**config.mk**
```make
export PLATFORM = sky130hd
export DESIGN_NAME = mux_arbiter_2to1_flat
export DESIGN_NICKNAME = d
export VERILOG_FILES = /design/src/rtl/mux_arbiter_2to1_if.sv /design/src/rtl/mux_arbiter_2to1.sv /design/src/flat_wrapper.sv
export SDC_FILE = /design/constraint.sdc
export NUM_CORES = 1
export LEC_CHECK = 0
export ABC_CLOCK_PERIOD_IN_PS = 2950
export CAP_MARGIN = 10
export CORE_MARGIN = 1.5
export CORE_UTILIZATION = 32
export DETAILED_ROUTE_END_ITERATION = 10
export PLACE_DENSITY = 0.81
export RECOVER_POWER = 25
export REMOVE_ABC_BUFFERS = 1
export SYNTH_ARGS = -nofsm -noshare
export SYNTH_HDL_FRONTEND = slang
export SYNTH_SLANG_ARGS = --single-unit
```
**constraint.sdc**
```tcl
create_clock -name Clock -period 2.95 [get_ports Clock]
set_clock_uncertainty 0.1 [all_clocks]
set_input_delay 0.59 -clock Clock [delete_from_list [all_inputs] [get_ports Clock]]
set_output_delay 0.59 -clock Clock [all_outputs]
set_load 0.02 [all_outputs]
```
**src/rtl/mux_arbiter_2to1_if.sv**
```systemverilog
// Bus bundle between the two requesters and the 2:1 operand/address arbiter.
// Optional macro ARB_PERF_CNT_EN adds the performance-counter outputs.
interface mux_arbiter_2to1_if #(
  parameter int unsigned WIDTH = 24
);
  localparam int unsigned PERF_W = 16;

  logic             Req0;
  logic             Req1;
  logic             Done0;
  logic             Done1;
  logic [WIDTH-1:0] Hyrja0;
  logic [WIDTH-1:0] Hyrja1;
  logic             Gnt0;
  logic             Gnt1;
  logic             S;
  logic [WIDTH-1:0] Dalja;
  logic             Busy;
`ifdef ARB_PERF_CNT_EN
  logic [PERF_W-1:0] PerfGnt0;
  logic [PERF_W-1:0] PerfGnt1;
  logic [PERF_W-1:0] PerfConflict;
`endif

`ifdef ARB_PERF_CNT_EN
  // Requester side: drives requests, releases and data; observes grants.
  modport master (
    output Req0, Req1, Done0, Done1, Hyrja0, Hyrja1,
    input  Gnt0, Gnt1, S, Dalja, Busy, PerfGnt0, PerfGnt1, PerfConflict
  );
  // Arbiter side.
  modport slave (
    input  Req0, Req1, Done0, Done1, Hyrja0, Hyrja1,
    output Gnt0, Gnt1, S, Dalja, Busy, PerfGnt0, PerfGnt1, PerfConflict
  );
`else
  // Requester side: drives requests, releases and data; observes grants.
  modport master (
    output Req0, Req1, Done0, Done1, Hyrja0, Hyrja1,
    input  Gnt0, Gnt1, S, Dalja, Busy
  );
  // Arbiter side.
  modport slave (
    input  Req0, Req1, Done0, Done1, Hyrja0, Hyrja1,
    output Gnt0, Gnt1, S, Dalja, Busy
  );
`endif
endinterface

```
**src/rtl/mux_arbiter_2to1.sv**
```systemverilog
// Round-robin arbiter with bounded hold time that owns the select of the
// shared 2:1 operand/address mux (requester 0 = fetch, 1 = load/store).
// Optional macro ARB_PERF_CNT_EN adds saturating grant/conflict counters.
module mux_arbiter_2to1 #(
  parameter int unsigned WIDTH    = 24,
  parameter int unsigned HOLD_MAX = 4,
  parameter int unsigned CNT_W    = 3
) (
  input  logic Clock,
  input  logic Reset,
  mux_arbiter_2to1_if.slave bus
);

  localparam logic [1:0] ST_IDLE = 2'b00;
  localparam logic [1:0] ST_G0   = 2'b01;
  localparam logic [1:0] ST_G1   = 2'b10;

  localparam logic [CNT_W-1:0] HOLD_LAST = CNT_W'(HOLD_MAX - 1);
  localparam logic [WIDTH-1:0] DATA_ZERO = '0;

  logic [1:0]       state_q;
  logic [1:0]       state_nxt;
  logic [CNT_W-1:0] cnt_q;
  logic [CNT_W-1:0] cnt_nxt;
  logic             last_q;     // 1: requester 1 was granted most recently
  logic             last_nxt;
  logic             gnt0_q;
  logic             gnt1_q;
  logic             s_q;
  logic             busy_q;

  // State, hold counter, round-robin pointer and registered grant outputs.
  always_ff @(posedge Clock) begin
    if (Reset) begin
      state_q <= ST_IDLE;
      cnt_q   <= '0;
      last_q  <= 1'b1;
      gnt0_q  <= 1'b0;
      gnt1_q  <= 1'b0;
      s_q     <= 1'b0;
      busy_q  <= 1'b0;
    end else begin
      state_q <= state_nxt;
      cnt_q   <= cnt_nxt;
      last_q  <= last_nxt;
      gnt0_q  <= (state_nxt == ST_G0);
      gnt1_q  <= (state_nxt == ST_G1);
      s_q     <= (state_nxt == ST_G0);
      busy_q  <= (state_nxt != ST_IDLE);
    end
  end

  // Next-state: arbitration in IDLE, release/handoff/forced switch when granted.
  always_comb begin
    state_nxt = state_q;
    cnt_nxt   = cnt_q;
    last_nxt  = last_q;

    unique case (state_q)
      ST_IDLE: begin
        cnt_nxt = '0;
        if (bus.Req0 && bus.Req1) begin
          state_nxt = last_q ? ST_G0 : ST_G1;
        end else if (bus.Req0) begin
          state_nxt = ST_G0;
        end else if (bus.Req1) begin
          state_nxt = ST_G1;
        end
      end

      ST_G0: begin
        if (bus.Done0 || !bus.Req0) begin
          state_nxt = bus.Req1 ? ST_G1 : ST_IDLE;
        end else if (bus.Req1 && (cnt_q == HOLD_LAST)) begin
          state_nxt = ST_G1;
        end else if (bus.Req1) begin
          cnt_nxt = (cnt_q == HOLD_LAST) ? cnt_q : cnt_q + CNT_W'(1);
        end else begin
          cnt_nxt = '0;
        end
      end

      ST_G1: begin
        if (bus.Done1 || !bus.Req1) begin
          state_nxt = bus.Req0 ? ST_G0 : ST_IDLE;
        end else if (bus.Req0 && (cnt_q == HOLD_LAST)) begin
          state_nxt = ST_G0;
        end else if (bus.Req0) begin
          cnt_nxt = (cnt_q == HOLD_LAST) ? cnt_q : cnt_q + CNT_W'(1);
        end else begin
          cnt_nxt = '0;
        end
      end

      default: begin
        state_nxt = ST_IDLE;
        cnt_nxt   = '0;
      end
    endcase

    // Any grant change restarts the hold window and moves the round-robin pointer.
    if (state_nxt != state_q) begin
      cnt_nxt = '0;
      if (state_nxt == ST_G0) begin
        last_nxt = 1'b0;
      end else if (state_nxt == ST_G1) begin
        last_nxt = 1'b1;
      end
    end
  end

  assign bus.Gnt0  = gnt0_q;
  assign bus.Gnt1  = gnt1_q;
  assign bus.S     = s_q;
  assign bus.Busy  = busy_q;
  // Data follows the registered grant, so it never shows an ungranted requester.
  assign bus.Dalja = gnt0_q ? bus.Hyrja0 : (gnt1_q ? bus.Hyrja1 : DATA_ZERO);

`ifdef ARB_PERF_CNT_EN
  localparam int unsigned       PERF_W   = 16;
  localparam logic [PERF_W-1:0] PERF_MAX = '1;

  logic [PERF_W-1:0] perf_gnt0_q;
  logic [PERF_W-1:0] perf_gnt1_q;
  logic [PERF_W-1:0] perf_conf_q;
  logic              conflict;

  assign conflict = (bus.Req0 && !gnt0_q) || (bus.Req1 && !gnt1_q);

  // Saturating occupancy and waiting-requester counters.
  always_ff @(posedge Clock) begin
    if (Reset) begin
      perf_gnt0_q <= '0;
      perf_gnt1_q <= '0;
      perf_conf_q <= '0;
    end else begin
      if (gnt0_q && (perf_gnt0_q != PERF_MAX)) begin
        perf_gnt0_q <= perf_gnt0_q + PERF_W'(1);
      end
      if (gnt1_q && (perf_gnt1_q != PERF_MAX)) begin
        perf_gnt1_q <= perf_gnt1_q + PERF_W'(1);
      end
      if (conflict && (perf_conf_q != PERF_MAX)) begin
        perf_conf_q <= perf_conf_q + PERF_W'(1);
      end
    end
  end

  assign bus.PerfGnt0     = perf_gnt0_q;
  assign bus.PerfGnt1     = perf_gnt1_q;
  assign bus.PerfConflict = perf_conf_q;
`endif

  // Grants are mutually exclusive.
  gnt_mutex_a: assert property (@(posedge Clock) disable iff (Reset) !(gnt0_q && gnt1_q));

endmodule

```
**src/flat_wrapper.sv**
```systemverilog
// flat-port wrapper written by rule: the top's interface ports become plain ports
module mux_arbiter_2to1_flat 
#(
  parameter int unsigned WIDTH    = 24,
  parameter int unsigned HOLD_MAX = 4,
  parameter int unsigned CNT_W    = 3
)
  (Clock, Reset, bus_Req0, bus_Req1, bus_Done0, bus_Done1, bus_Hyrja0, bus_Hyrja1, bus_Gnt0, bus_Gnt1, bus_S, bus_Dalja, bus_Busy);
  mux_arbiter_2to1_if #(.WIDTH(WIDTH)) bus_i ();
  input  logic Clock;
  input  logic Reset;
  input wire logic [$bits(bus_i.Req0)-1:0] bus_Req0;
  input wire logic [$bits(bus_i.Req1)-1:0] bus_Req1;
  input wire logic [$bits(bus_i.Done0)-1:0] bus_Done0;
  input wire logic [$bits(bus_i.Done1)-1:0] bus_Done1;
  input wire logic [$bits(bus_i.Hyrja0)-1:0] bus_Hyrja0;
  input wire logic [$bits(bus_i.Hyrja1)-1:0] bus_Hyrja1;
  output wire logic [$bits(bus_i.Gnt0)-1:0] bus_Gnt0;
  output wire logic [$bits(bus_i.Gnt1)-1:0] bus_Gnt1;
  output wire logic [$bits(bus_i.S)-1:0] bus_S;
  output wire logic [$bits(bus_i.Dalja)-1:0] bus_Dalja;
  output wire logic [$bits(bus_i.Busy)-1:0] bus_Busy;
  assign bus_i.Req0 = bus_Req0;
  assign bus_i.Req1 = bus_Req1;
  assign bus_i.Done0 = bus_Done0;
  assign bus_i.Done1 = bus_Done1;
  assign bus_i.Hyrja0 = bus_Hyrja0;
  assign bus_i.Hyrja1 = bus_Hyrja1;
  assign bus_Gnt0 = bus_i.Gnt0;
  assign bus_Gnt1 = bus_i.Gnt1;
  assign bus_S = bus_i.S;
  assign bus_Dalja = bus_i.Dalja;
  assign bus_Busy = bus_i.Busy;
  mux_arbiter_2to1 #(.WIDTH(WIDTH), .HOLD_MAX(HOLD_MAX), .CNT_W(CNT_W)) u_core (.Clock(Clock), .Reset(Reset), .bus(bus_i));
endmodule
```
==> results of run 1 <==
-- synthesized netlist by cell type (3+ instances only) --
cell type / instances
o21ai_0: 3
nor2_1: 7
a22o_1: 23
a21oi_1: 5
nand2_1: 10
inv_1: 7
clkbuf_1: 5
ha_1: 8
dfxtp_1: 9
nor2b_1: 4
nand2b_1: 3
-- placed cells by master (no fill, tap or decap), types with 2 or more instances in the layout --
cell type / count
a21oi_1: 5
buf_4: 5
nor2_1: 7
ha_1: 8
dfxtp_1: 9
nand2b_1: 3
a31oi_1: 2
nand4_1: 2
and2b_1: 2
a22o_1: 23
dlygate4sd3_1: 5
inv_1: 7
and2b_4: 2
clkdlybuf4s50_1: 76
clkbuf_4: 3
nand3b_1: 2
o21ai_0: 4
nand2_1: 10
nor2b_1: 4
-- power groups by stage --
stage	Combinational [W]	Sequential, W	Clock (W)
global placement	0.000462	0.000152	0
finish	0.000462	0.000151	0.0000945
detailed placement	0.000469	0.000153	0
CTS	0.000470	0.000150	0.0000977
global route	0.000498	0.000152	0.000103
floorplan	0.000224	0.000169	0
-- routing by layer --
metal | vias to the layer above | share of wire [%] | global-route usage [%]
met3 | 2 | 8.8 | 4.31
met4 | 0 | 1.0 | 3.65
met5 | - | 0 | 0
met1 | 544 | 40 | 23.5
li1 | 599 | - | -
met2 | 64 | 51 | 39.3
-- flip-flops by register name, indices dropped and copies added (netlist names) --
name and count:
u_core.cnt_q 3, u_core.last_q 1, u_core.state_q 2, u_core.bus.Busy 1, u_core.bus.Gnt1 1, u_core.bus.Gnt0 1
-- critical path, cell delays in order --
cell	delay, ps
clkdlybuf4s50_1	440
and2b_1	210
o21ai_0	310
a21oi_1	120
o21a_1	170
a21oi_1	270
ha_1	310
a211oi_1	200
a31oi_1	60
-- final cells by class --
cell class	count	area share, %
timing repair buffer	86	46.9
sequential	9	9.95
tap	31	2.14
inverter	7	1.45
clock buffer	4	1.45
multi-input combinational	93	38.1
-- how the worst max path moves through the flow --
stage	slack, ps	start	depth (start not counted)	endpoint
6_report	290	bus_Done0	9	u_core.last_q
5_1_grt	190	bus_Done0	9	u_core.last_q
4_1_cts	390	bus_Hyrja1[22]	4	bus_Dalja[22]
3_5_place_dp	150	bus_Done0	9	u_core.last_q
3_3_place_gp	210	bus_Done0	9	u_core.last_q
2_1_floorplan	340	u_core.bus.Gnt0	2	bus_Dalja[0]
-- kinds of logic after synthesis --
kind of cell,Yosys count,share of synthesized area [%]
DFF,9,19.0
muxes,1,1.06
xor gates and xnor gates,1,0.925
AOI/OAI and AO/OA,47,40.0
and+or+nand+nor,36,20.9
buffers and inverters,15,7.53
adders and majority gates,8,10.6
-- per-stage QoR --
| step | hold slack, ps | cells |
|---|---|---|
| 6_report | 364 | 230 |
| 5_1_grt | 392 | 230 |
| 4_1_cts | 365 | 230 |
| 3_5_place_dp | 355 | 226 |
| 3_3_place_gp | 355 | 226 |
| 2_1_floorplan | 330 | 109 |
==> results.toml, run 1 <==
[clocking]
htree_levels = 1
cts_tree = "built"
clkSinkCount = 9
root_buffer = "clkbuf_4"
post_cts_buffers = 0
clk_pin_slew_ps = 60
clk_path_buf_depth = 2
cts-buffers-inserted = 3
ctsResizeCount = 0
clk_latency_ps = 260
cts_hold_buf = 0

[detailed_routing]
num_vias = 1209
dr.pass1.iters = 4
wl_per_cell_um = 15.0
drt_iter0_drc = 53
wirelength_um = 3440
ant_nets = 0
vias_per_cell = 5.26
drc_errors = 0

[pwr]
power_frac_seq_pct = 21.3
intPower_w = 0.000431
p_leak_nw = 0.720
switching_power_w = 0.000277
switching_share_pct = 39.1
power_frac_comb_pct = 65.4
peakVddDrop_uv = 509
p_clk_share_pct = 13.4
totalPowerFinal_w = 0.000708
power_density_mw_per_mm2 = 391

[worst_setup_path]
startpoint_type = "input port"
worstSetupPathType = "input port to flip-flop"
r2r-start = "u_core.state_q[0]"
critPathMaxFanout = 5
r2r_cells = 10
arrival_ps = 2690
r2r_setup_slack_ps = 530
reg2reg_to = "u_core.last_q"
worstPathRequired_ps = 2980
crit_path_end_kind = "flip-flop"

[sta]
setup_viol = 0
min_period_ps = 2660
rsz0062_at_grt = "false"
fin_crit_sh_pct = 90.0
final_max_slew_viol_count = 0
relSlewSlack_pct = 76.7
fmax_mhz = 377
finalWorstSetupSlack_ps = 294
worstMarginPinSlew_ps = 346
finalHoldViolCount = 0
setup-tns-final_ps = 0

[floorplanning]
core_mm2 = 0.00278
die_area_mm2 = 0.00330
die_w_um = 57.4
rows = 19
io_pins = 82
fp.dieH_um = 57.4
start_util_pct = 34.1

[logic_synthesis]
synth_top_area_cell = "a22o_1"
synth-seq-cells = 9
synth_top_flop_cell = "dfxtp_1"
syn_area_per_cell_um2 = 8.10
ys_types = 37
synthArstFlopShare_pct = 0
yosysTopAreaCellShare_pct = 21.3
ys_seq_area_share_pct = 19.0
synth_edf_count = 0
synthesis.area_um2 = 947
yosys_warnings = 0
syn-instance-count = 117
synth_area_leaders = "a22o_1, dfxtp_1, ha_1"

[hold_path]
whs_endpoint = "u_core.cnt_q[2]"
hp-class = "flip-flop to flip-flop"
min-delay-start = "u_core.cnt_q[2]"
min_path_cells = 2

[job]
maxCapViolations = 0

[global_route]
overflow = 0
grt_pass1_wl_um = 5420
grt_pass1_vias = 1158
antenna_found_initial = 0
grt_max_degree = 28
grt_use_total_pct = 20.6

[finish]
fin_util_pct = 65.1
syn2layout_area_growth_pct = 91.1
design_area_mm2 = 0.00181
antenna_cells = 0
multi_input_area_um2 = 691
fillers = 254
fin_nets = 262
register_area_um2 = 180
drive_above_1_share_pct = 7.54

[placement]
post-place-ws_ps = 152
dpl.hpwl_um = 2840
numPortBuffers = 81
dpl_cell_area_mm2 = 0.00179
globalplace.congestion = 0.934

[outcome]
status = "completed"
No activity file was read; power rests on OpenSTA's default activity.
==> run 2: changes to the inputs <==
--- a/config.mk
+++ b/config.mk
@@ -7,10 +7,11 @@
 export LEC_CHECK = 0
 export ABC_CLOCK_PERIOD_IN_PS = 2950
 export CAP_MARGIN = 10
+export CORE_ASPECT_RATIO = 2
 export CORE_MARGIN = 1.5
-export CORE_UTILIZATION = 32
+export CORE_UTILIZATION = 25
 export DETAILED_ROUTE_END_ITERATION = 10
-export PLACE_DENSITY = 0.81
+export PLACE_DENSITY = 0.66
 export RECOVER_POWER = 25
 export REMOVE_ABC_BUFFERS = 1
 export SYNTH_ARGS = -nofsm -noshare
==> run 2 against run 1 <==
Against the previous run: sequential share of layout area fell by 0.25 points; core utilization is 14 points lower; worst setup slack improved by 33 ps; final cell count grew 8.3%; non-clock buffer count is 1 higher; highest routed layer unchanged; critical path depth stayed put; flip-flop and latch count stayed put; via count grew 1.1%; register-to-register slack got worse by 20 ps.
==> results.toml, run 2 (synthesized netlist as in run 1, its figures left out) <==
[outcome]
status = "completed"

[global_route]
antenna_found_initial = 0
grt_pass1_wl_um = 5490
overflow = 0
grt_max_degree = 28
grt_pass1_vias = 1216
grt_use_total_pct = 17.5

[finish]
largest_reg_flops = 3
stdcell_count = 249
drive_above_1_share_pct = 7.50
antenna_cells = 0
syn2layout_area_growth_pct = 96.0
fin_nets = 263
layout_commonest_cell = "clkdlybuf4s50_1"
final_cell_mix = "clkdlybuf4s50_1, a22o_1, nand2_1"
regMostFlops = "u_core.cnt_q"
reg_top3 = "u_core.cnt_q x3, u_core.state_q x2"
fillers = 343
design_area_mm2 = 0.00186

[clocking]
clk_pin_slew_ps = 40
ctsResizeCount = 0
htree_levels = 1
post_cts_buffers = 0
root_buffer = "clkbuf_8"
clk_latency_ps = 230
cts-buffers-inserted = 3
clk_path_buf_depth = 2
clkSinkCount = 9
cts_tree = "built"
cts_hold_buf = 0

[sta]
rsz0062_at_grt = "false"
fin_crit_sh_pct = 88.9
finalHoldViolCount = 0
setup-tns-final_ps = 0
min_period_ps = 2620
setup_viol = 0
fmax_mhz = 381
relSlewSlack_pct = 74.1
worstMarginPinSlew_ps = 386
final_max_slew_viol_count = 0

[detailed_routing]
wl_per_cell_um = 14.8
num_vias = 1222
drt_iter0_drc = 23
dr.pass1.iters = 4
ant_nets = 0
drc_errors = 0
wirelength_um = 3680
vias_per_cell = 4.91

[pwr]
switching_power_w = 0.000281
totalPowerFinal_w = 0.000760
intPower_w = 0.000479
p_leak_nw = 0.733
power_density_mw_per_mm2 = 409
p_clk_share_pct = 18.4
peakVddDrop_uv = 444
switching_share_pct = 36.9
power_frac_seq_pct = 19.7
power_frac_comb_pct = 62.0

[worst_setup_path]
cpMostUsedCell = "a21oi_1"
reg2reg_to = "u_core.last_q"
r2r_cells = 9
crit_family = "compound AO/OA/AOI/OAI gates"
crit_path_end_kind = "flip-flop"
crit_start = "bus_Done0"
r2r-start = "u_core.state_q[0]"
critPathBufInv = 1
arrival_ps = 2620
startpoint_type = "input port"
cp.depth = 9
worstPathRequired_ps = 2950
critPathMaxFanout = 5
r2r_setup_slack_ps = 510
worstSetupPathType = "input port to flip-flop"
slowest_delay_ps = 510
slowest_stage = "dlygate4sd3_1"
crit_path_end = "u_core.last_q"
crit_chain = "dlygate4sd3_1 -> and2b_1 -> o21ai_0 -> a21oi_1 -> o21a_1 -> a21oi_1 -> ha_1 -> a211oi_1 -> a31oi_1"

[placement]
dpl.hpwl_um = 3150
globalplace.congestion = 0.831
numPortBuffers = 81
dp.cells = 245
dpl_cell_area_mm2 = 0.00182

[floorplanning]
fp.dieH_um = 90.0
die_area_mm2 = 0.00419
start_util_pct = 26.3
die_w_um = 46.5
rows = 31
io_pins = 82
core_mm2 = 0.00361

[job]
maxCapViolations = 0

[hold_path]
hp-class = "flip-flop to flip-flop"
## run 2: changes by cell type in the layout (fill, tap and decap cells not counted)
cell      delta
and2b_1      +1
clkbuf_8     +3
and2b_4      -1
buf_4        +1
clkbuf_4     -3
## run 2: stage by stage
stage               worst slack, ps  utilization, %  hold slack [ps]
floorplan                       341               -              330
global placement                310            50.4              343
detailed placement              259            50.4              349
CTS                             355            51.7              356
global route                    160            51.5              390
finish                          327            51.5              355
## run 2: power groups by stage
stage	Clock, W	Sequential (W)	Combinational, W
final	0.000139	0.000150	0.000471
after global routing	0.000148	0.000151	0.000507
after CTS	0.000142	0.000150	0.000482
after detailed placement	0	0.000152	0.000480
after global placement	0	0.000151	0.000473
after floorplan	0	0.000169	0.000224
## run 2: how the worst min path moves through the flow
| stage | from | endpoint | slack, ps | cells after the start |
|---|---|---|---|---|
| after floorplan | u_core.cnt_q[2] | u_core.cnt_q[2] | 330 | 2 |
| after global placement | u_core.cnt_q[2] | u_core.cnt_q[2] | 340 | 2 |
| after detailed placement | u_core.cnt_q[2] | u_core.cnt_q[2] | 350 | 2 |
| after CTS | u_core.cnt_q[2] | u_core.cnt_q[2] | 360 | 2 |
| after global routing | u_core.cnt_q[2] | u_core.cnt_q[2] | 390 | 2 |
| final | u_core.cnt_q[2] | u_core.cnt_q[2] | 350 | 2 |
## run 2: final cells by class
cell class / count / area, um2 / area share, %
clock buffers: 4 / 45.0 / 2.43
inverters: 7 / 26.3 / 1.42
multi-input cells: 93 / 688 / 37.1
flip-flops and latches: 9 / 180 / 9.70
well taps: 49 / 61.3 / 3.30
repair buffers: 87 / 856 / 46.1
## run 2: worst min-delay path: stages, from the launching register on
cell and delay [ps]:
dfxtp_1 310, inv_1 70, a211oi_2 30
## run 2: metal layers
layer	global-route usage (%)	vias up	routed length, um
met5	0	-	0
met3	1.20	6	191
li1	-	604	-
met4	5.24	0	58
met1	16.0	570	1180
met2	35.5	42	2260
==> RTL change, RTL diff (config.mk and constraints of run 1) <==
`CNT_W` is set to 3 in 2 places; all go to 6.
--- a/src/rtl/mux_arbiter_2to1.sv
+++ b/src/rtl/mux_arbiter_2to1.sv
@@ -6,3 +6,3 @@
   parameter int unsigned HOLD_MAX = 4,
-  parameter int unsigned CNT_W    = 3
+  parameter int unsigned CNT_W    = 6
 ) (
--- a/src/flat_wrapper.sv
+++ b/src/flat_wrapper.sv
@@ -5,3 +5,3 @@
   parameter int unsigned HOLD_MAX = 4,
-  parameter int unsigned CNT_W    = 3
+  parameter int unsigned CNT_W    = 6
 )
Formal check against the unedited RTL: no difference found for any inputs over 10 cycles, from zero or initial values and one cycle with Reset high; that may be too few to reach the edited logic, so the function may still have changed.
==> RTL change against run 1 <==
  * Final cell count up 14%
  * Fmax decreased by 2.3%
  * Sequential power up 28%
  * Sequential cell count rose by 3
  * Critical path type unchanged
  * Total power rose by 22%
  * Routed wire length grew 18%
  * Design area up 17%
  * Setup slack worse by 0.064 ns
  * Area after synthesis increased by 29%
==> RTL change: results (changes against run 1) <==
| Metric | Value |
|---|---|
| Post-Synth XOR/XNOR Area | 0.0359 (+0.0267) |
| Nets | 278 (+6.1%) |
| Met3 Usage GRT | 0.0122 (-0.0309) |
| Hold Path End | u_core.cnt_q[1] |
| Max stage delay on crit path | 0.67 ns (+0.23 ns) |
| ClkCell Share | 0.0261 (+0.0116) |
| Clock sinks | 12 (+3) |
| Post-Route M1 WL | 1.78 mm (+31%) |
| Layout filler cell count | 357 (+41%) |
| Met2 WL | 2.16 mm (+24%) |
| Top flop regs | u_core.cnt_q x6, u_core.state_q x2 |
| Status | finished clean |
| Beginning of the worst hold path | u_core.cnt_q[1] |
| Lkg Pwr | 0.795 nW (+11%) |
| Latest clock arrival within the worst-skew pair | 0.24 ns (-0.02 ns) |
| Routability congestion estimate | 0.829 (-11%) |
| CTS Root Cell | clkbuf_8 |
| All-layer global routing usage | 0.191 (-0.0156) |
| Fraction of the mapped netlist area in adder cells | 0.0821 (-0.0235) |
| First-pass GRT wire length | 6.37 mm (+17%) |
| Place WS | 0.0529 ns (-0.0990 ns) |
| Synth cell count leaders | 24 x a22o_1, 12 x dfxtp_1, 8 x clkbuf_1, 8 x ha_1, 7 x nand2_1 |
| Multi-input comb cells | 110 (+18%) |
| Fraction of area in registers | 0.114 (+0.0143) |
| Bufs w/o clock | 85 (-1.2%) |
| Fraction of layout cells with a size suffix above 1 | 0.107 (+0.0316) |
| Buffer share of cell area | 0.397 (-0.0714) |
| CP max FO | 11 (+6) |
| Final HPWL DP | 3.18 mm (+12%) |
| Inverters, non-clock | 4 (-3) |
| GR Util met1 | 0.242 (+0.00657) |
| CP Data Arrival Time | 2.78 ns (+0.09 ns) |
| WL met3 | 96 microns (-68%) |
| Top post-synthesis cells by area | dfxtp_1 20%, a22o_1 17%, ha_1 8.2% |
| DRT Wirelength | 4.06 mm (+18%) |
| R2r setup slk | 0.37 ns (-0.16 ns) |
| Max Freq | 0.368 GHz (-2.3%) |
| Vias per inst | 5.10 (-3.0%) |
| Met2 Use GR | 0.356 (-0.0372) |
| Fraction of area in multi-input gates | 0.427 (+0.0459) |
| Worst relative slew slack | 0.670 (-0.0970) |
| Post-synthesis mux area share | 0.0164 (+0.00586) |
| Distinct cell type count after synthesis | 46 (+24%) |
| Initial DRC count | 68 (+28%) |
| Hold Slack | 0.489 ns (+0.124 ns) |
| FF-to-FF Start | u_core.state_q[1] |
| IR drop worst, VDD | 0.000227 V (-55%) |
| Compound-Gate Fraction of Synth Area | 0.405 (+0.00425) |
| Share of the yosys chip area belonging to registers | 0.197 (+0.00690) |
| Critical Path Source | bus_Req1 |
| Reg2reg path depth | 9 (-1) |
RTL change: changes by cell type after synthesis, moves of 3 or more:
cell / delta
a21o_1: +3
a21oi_1: -3
a221oi_1: +4
clkbuf_1: +3
dfxtp_1: +3
inv_1: -3
nand2_1: -3
nand3_1: +4
nor3_2: +6
xnor2_1: +4
RTL change: power groups by stage:
stage / Combinational, W / Clock [W] / Sequential, W
6_report: 0.000496 / 0.000174 / 0.000194
5_1_grt: 0.000533 / 0.000183 / 0.000195
4_1_cts: 0.000505 / 0.000179 / 0.000194
3_5_place_dp: 0.000499 / 0 / 0.000197
3_3_place_gp: 0.000497 / 0 / 0.000196
2_1_floorplan: 0.000251 / 0 / 0.000214
RTL change: through the flow:
stage               std cells  area (sq um)   util
floorplan                 126          1160      -
global route              263          2110  0.577
finish                    263          2110  0.577
detailed placement        259          2060  0.562
CTS                       263          2110  0.577
global placement          259          2060  0.562
